`src/rtl/score_pkg.sv`:
```
// Shared types and helpers for the two-player BCD score keeper.
// Optional input synchronizers are enabled in score_keeper by SCORE_SYNC_EN.
package score_pkg;

  typedef enum logic [1:0] {
    IDLE = 2'd0,
    PLAY = 2'd1,
    OVER = 2'd2
  } state_t;

  localparam logic [1:0] WIN_NONE = 2'b00;
  localparam logic [1:0] WIN_P1   = 2'b01;
  localparam logic [1:0] WIN_P2   = 2'b10;

  typedef logic [3:0] bcd_t;

  typedef struct packed {
    bcd_t tens;
    bcd_t ones;
  } bcd2_t;

  function automatic bcd2_t to_bcd2(input int unsigned v);
    bcd2_t r;
    r.tens = bcd_t'((v / 10) % 10);
    r.ones = bcd_t'(v % 10);
    return r;
  endfunction

endpackage

```
`src/rtl/bcd_counter2.sv`:
```
// Two-digit BCD counter with synchronous clear, increment and
// saturation at 99; also exposes the incremented value for win compare.
module bcd_counter2
  import score_pkg::*;
(
  input  logic       clk,
  input  logic       rst_n,
  input  logic       clr,
  input  logic       inc,
  output logic [3:0] tens,
  output logic [3:0] ones,
  output logic [7:0] next
);

  bcd2_t nxt;

  always_comb begin
    nxt.tens = tens;
    nxt.ones = ones;
    if (ones == 4'd9) begin
      if (tens != 4'd9) begin
        nxt.tens = tens + 4'd1;
        nxt.ones = 4'd0;
      end
    end else begin
      nxt.ones = ones + 4'd1;
    end
  end

  assign next = nxt;

  always_ff @(posedge clk or negedge rst_n) begin
    if (!rst_n) begin
      tens <= 4'd0;
      ones <= 4'd0;
    end else if (clr) begin
      tens <= 4'd0;
      ones <= 4'd0;
    end else if (inc) begin
      tens <= nxt.tens;
      ones <= nxt.ones;
    end
  end

endmodule

```
`src/rtl/score_keeper.sv`:
```
// Pong score keeper: FSM, point edge detect, win compare.
// Define SCORE_SYNC_EN to add 2-flop input synchronizers.
module score_keeper
  import score_pkg::*;
#(
  parameter int unsigned WIN_SCORE = 11
) (
  input  logic       clk,
  input  logic       rst_n,
  input  logic       new_game,
  input  logic       point_p1,
  input  logic       point_p2,
  output logic [3:0] p1_tens,
  output logic [3:0] p1_ones,
  output logic [3:0] p2_tens,
  output logic [3:0] p2_ones,
  output logic       game_over,
  output logic [1:0] winner
);

  localparam bcd2_t WIN_BCD = to_bcd2(WIN_SCORE);

  logic ng_s;
  logic p1_s;
  logic p2_s;

`ifdef SCORE_SYNC_EN
  logic [2:0] sync1;
  logic [2:0] sync2;

  always_ff @(posedge clk or negedge rst_n) begin
    if (!rst_n) begin
      sync1 <= 3'b000;
      sync2 <= 3'b000;
    end else begin
      sync1 <= {new_game, point_p2, point_p1};
      sync2 <= sync1;
    end
  end

  assign {ng_s, p2_s, p1_s} = sync2;
`else
  assign ng_s = new_game;
  assign p1_s = point_p1;
  assign p2_s = point_p2;
`endif

  state_t     state;
  state_t     state_nxt;
  logic       p1_q;
  logic       p2_q;
  logic       e1;
  logic       e2;
  logic       inc1;
  logic       inc2;
  logic       win1;
  logic       win2;
  logic [7:0] nxt1;
  logic [7:0] nxt2;

  // Edge registers run in every state so held levels never count later.
  always_ff @(posedge clk or negedge rst_n) begin
    if (!rst_n) begin
      p1_q <= 1'b0;
      p2_q <= 1'b0;
    end else begin
      p1_q <= p1_s;
      p2_q <= p2_s;
    end
  end

  assign e1   = p1_s & ~p1_q;
  assign e2   = p2_s & ~p2_q;
  assign inc1 = (state == PLAY) & ~ng_s & e1 & ~e2;
  assign inc2 = (state == PLAY) & ~ng_s & e2 & ~e1;
  assign win1 = inc1 & (nxt1 == WIN_BCD);
  assign win2 = inc2 & (nxt2 == WIN_BCD);

  bcd_counter2 u_p1 (
    .clk  (clk),
    .rst_n(rst_n),
    .clr  (ng_s),
    .inc  (inc1),
    .tens (p1_tens),
    .ones (p1_ones),
    .next (nxt1)
  );

  bcd_counter2 u_p2 (
    .clk  (clk),
    .rst_n(rst_n),
    .clr  (ng_s),
    .inc  (inc2),
    .tens (p2_tens),
    .ones (p2_ones),
    .next (nxt2)
  );

  always_ff @(posedge clk or negedge rst_n) begin
    if (!rst_n) state <= IDLE;
    else        state <= state_nxt;
  end

  always_comb begin
    state_nxt = state;
    unique case (state)
      IDLE: if (ng_s) state_nxt = PLAY;
      PLAY: begin
        if (ng_s)             state_nxt = PLAY;
        else if (win1 | win2) state_nxt = OVER;
      end
      OVER: if (ng_s) state_nxt = PLAY;
      default: state_nxt = IDLE;
    endcase
  end

  always_ff @(posedge clk or negedge rst_n) begin
    if (!rst_n) begin
      winner <= WIN_NONE;
    end else begin
      unique case (1'b1)
        ng_s:    winner <= WIN_NONE;
        win1:    winner <= WIN_P1;
        win2:    winner <= WIN_P2;
        default: winner <= winner;
      endcase
    end
  end

  assign game_over = (state == OVER);

endmodule

```
`config.mk`:
```
export PLATFORM = sky130hd
export DESIGN_NAME = score_keeper
export DESIGN_NICKNAME = d
export VERILOG_FILES = /design/src/rtl/score_pkg.sv /design/src/rtl/bcd_counter2.sv /design/src/rtl/score_keeper.sv
export SDC_FILE = /design/constraint.sdc
export NUM_CORES = 1
export LEC_CHECK = 0
export BUFFER_PORTS_ARGS = -buffer_cell sky130_fd_sc_hd__buf_2
export CORE_MARGIN = 1.5
export CORE_UTILIZATION = 40
export CTS_BUF_LIST = sky130_fd_sc_hd__clkbuf_8
export DETAILED_ROUTE_END_ITERATION = 8
export PLACE_DENSITY_LB_ADDON = 0.3
export SETUP_SLACK_MARGIN = 0.3
export SLEW_MARGIN = 10
export SYNTH_ARGS = -nofsm -noshare
export SYNTH_HDL_FRONTEND = slang
export SYNTH_SLANG_ARGS = --single-unit
```
`constraint.sdc`:
```
create_clock -name clk -period 4.87 [get_ports clk]
set_clock_uncertainty 0.15 [all_clocks]
set_input_delay 1.461 -clock clk [delete_from_list [all_inputs] [get_ports clk]]
set_output_delay 1.461 -clock clk [all_outputs]
set_load 0.02 [all_outputs]
```
==> results.cfg <==
[synthesis]
ys_warn_count = 0
synth_edf_count = 0
synth_cell_types = 43
yosysTopAreaCell = dfrtp_1
netlist_instances = 147
ys.flop_type = dfrtp_1
syn_area_per_cell_sq_um = 9.507
synth_nets = 160
syn-cell-area_sq_um = 1398
ys_top_cells_by_area = dfrtp_1 (39%), ha_1 (7.2%), a21oi_1 (3.9%)
ys_seq_area_frac = 0.3939
ys_ff_latch = 22
async_reset_ff_frac = 1.000
yosysTopAreaCellShare = 0.3939

[clocking]
clkTransAtPathRegs_ns = 0.08
h-tree-depth = 1
cts_setup_buffers = 0
cts_buffers = 3
cts_tree = built
cts.sinks = 22
cts_buffer_depth = 2
clkLatencyLatePin_ns = 0.27
postCtsHoldBufs = 0
cts-root-buf = clkbuf_8
cts_resized = 0

[floorplan]
start_util = 0.4188
io_pins = 24
rows = 21
core_sq_um = 3337
dieArea_sq_um = 3858
die_w_um = 62.11
die_y_um = 62.11

[worst_setup_path]
end_kind = register
reg2reg_to = winner[1]
critPathLaunch = new_game
crit_chain = buf_2 -> nor3b_4 -> nand3_2 -> or4_1 -> a21oi_1
critPathArrivalTime_ns = 2.80
reg2reg_slack_ns = 2.67
path_class = in2reg
worstReg2RegStart = u_p1.ones[0]
worst-path-buf-inv = 1
required_ns = 4.92
worst_r2r_path_depth = 5
start_kind = input pin
crit_family = simple AND/OR/NAND/NOR gates
slowest_stage = or4_1
cp_max_fo = 9
max_stage_delay_ns = 0.54

[routing]
drc = 0
via_per_inst = 5.664
first_iter_violations = 117
antenna_left = 0
wl_um = 3032
dr_total_vias = 1212
drt_pre_antenna_iters = 5
routedWlPerCell_um = 14.17

[cells_and_area]
drive_above_1_share = 0.2083
regArea_sq_um = 550.5
finalNetCount = 182
area_delta_synth_final_pct = 13.97
diodes = 0
multi_input_area_sq_um = 769.5
final_area_sq_um = 1593
fill_cells = 318

[power]
power_density_nw_per_um2 = 226.2
ir_drop_mv = 0.2190
power_leakage_uw = 0.0007369

[sta]
setup_violations = 0
tightestPinTransition_ns = 0.5575
drv_slew = 0
clock.fmax_mhz = 363.3
max_slew_margin = 0.6266
period_needed_ns = 2.753
grt_setup_unrepaired = no
tns_ns = 0
period_share = 0.5653
hold_viol = 0
holdWs_ns = 0.3869

[worst_hold_path]
hold-path-cell-count = 2
min_path_type = reg2reg
hold_start = winner[0]
min_to = winner[0]

[global_route]
grt_antenna_before_repair = 0
grt_pass1_wl_um = 5388
grt_max_degree = 23
grt_usage = 0.1716
gr-total-overflow = 0
grt_pass1_vias = 1203

[placement]
dp_hpwl_um = 2230
gp_congestion = 0.8479
placed_cell_area_sq_um = 1538
port_buffers = 23

[outcome]
status = complete, no violations

[job]
maxCapViolations = 0
==> report_power, final <==
part | internal (uW) | leakage (uW) | switching [uW] | total (uW)
Combinational | 12.9 | 0.000411 | 23.9 | 36.7
Sequential | 186 | 0.000297 | 4.44 | 190
Clock | 72.2 | 0.0000288 | 61.2 | 133
==> worst max-delay path by stage <==
stage                   endpoint  slack (ns)  cells past startpoint
floorplan           u_p1.tens[0]        2.03                      5
global placement    u_p1.tens[0]        1.91                      5
detailed placement  u_p1.tens[0]        1.85                      5
CTS                 u_p1.tens[0]        2.13                      5
global route        u_p1.tens[0]        2.00                      5
finish              u_p1.tens[0]        2.12                      5
==> kinds of logic after synthesis <==
family	Yosys count	synth area share
and+or+nand+nor	54	0.2587
AOI/OAI and AO/OA	42	0.2005
DFF	22	0.3939
buffers and inverters	18	0.05550
adders and majority gates	8	0.07162
xor gates and xnor gates	2	0.01254
muxes	1	0.007162
==> placed cells by master, fill, tap and decap left out, types with 2 or more instances in the layout <==
master / n
and3_2: 2
dfrtp_1: 22
nand2b_1: 3
a21o_1: 5
nor2b_1: 4
or4_1: 2
nand3_2: 2
nand3b_1: 2
xnor2_1: 2
clkbuf_8: 4
nor4b_1: 2
nor3_1: 5
buf_2: 23
a21oi_1: 11
and3b_1: 3
or3_1: 3
nand4b_1: 3
ha_1: 8
o21ai_0: 3
inv_1: 12
nand2_1: 7
o21bai_1: 3
nand3_1: 5
o22ai_1: 2
a31oi_1: 5
o21ai_1: 4
and2_1: 2
nor2_1: 2
nand4_1: 4
==> worst register-to-register path: cells and delay by family (launching register included) <==
family	cells	cell delay, ns
adders and majority gates	1	0.38
DFF	1	0.50
AOI/OAI and AO/OA	3	0.85
and+or+nand+nor	1	0.19
==> cells in the mapped netlist (2+ instances only) <==
library cell / count
nand2_1: 7
nor2b_1: 4
o21bai_1: 3
or3_1: 3
nand3b_1: 2
or4_1: 2
buf_2: 2
o22ai_1: 2
dfrtp_1: 22
inv_1: 12
nor3_1: 5
and3b_1: 3
nand4_1: 4
and3_2: 2
o21ai_1: 4
nand3_2: 2
nor2_1: 2
ha_1: 8
and2_1: 2
nand4b_1: 3
o21ai_0: 3
a31oi_1: 5
a21oi_1: 11
nand2b_1: 3
nand3_1: 5
xnor2_1: 2
nor4b_1: 2
clkbuf_1: 3
a21o_1: 5
==> metrics by stage <==
step           total power, uW  worst slack, ns  std cells    util
6_report                 360.3            2.117        214  0.4773
5_1_grt                  378.2            2.002        214  0.4773
4_1_cts                  365.5            2.129        214  0.4773
3_5_place_dp             230.8            1.850        210  0.4608
3_3_place_gp             229.9            1.914        210  0.4608
2_1_floorplan            218.2            2.034        147       -
==> flip-flops by register name, summed over array words and instances, names as in the netlist <==
register   cells
p2_q           1
u_p1.tens      4
u_p1.ones      4
winner         2
state          2
u_p2.tens      4
u_p2.ones      4
p1_q           1
==> cell type report <==
| type | instances | share of cell area |
|---|---|---|
| Clock buffer | 4 | 0.03456 |
| Sequential cell | 22 | 0.3456 |
| Inverter | 12 | 0.02828 |
| Multi-Input combinational cell | 107 | 0.4831 |
| Timing Repair Buffer | 23 | 0.07227 |
| Tap cell | 46 | 0.03614 |
==> metal layers <==
metal	vias up	share of wire	routed length, um	track usage
met5	-	0	0	0
met4	0	0.014	41	0.05000
met3	6	0.044	133	0.03804
met2	33	0.48	1459	0.3016
met1	580	0.46	1397	0.2114
li1	593	-	-	-
Note: power is estimated with default switching activity, not from simulation.
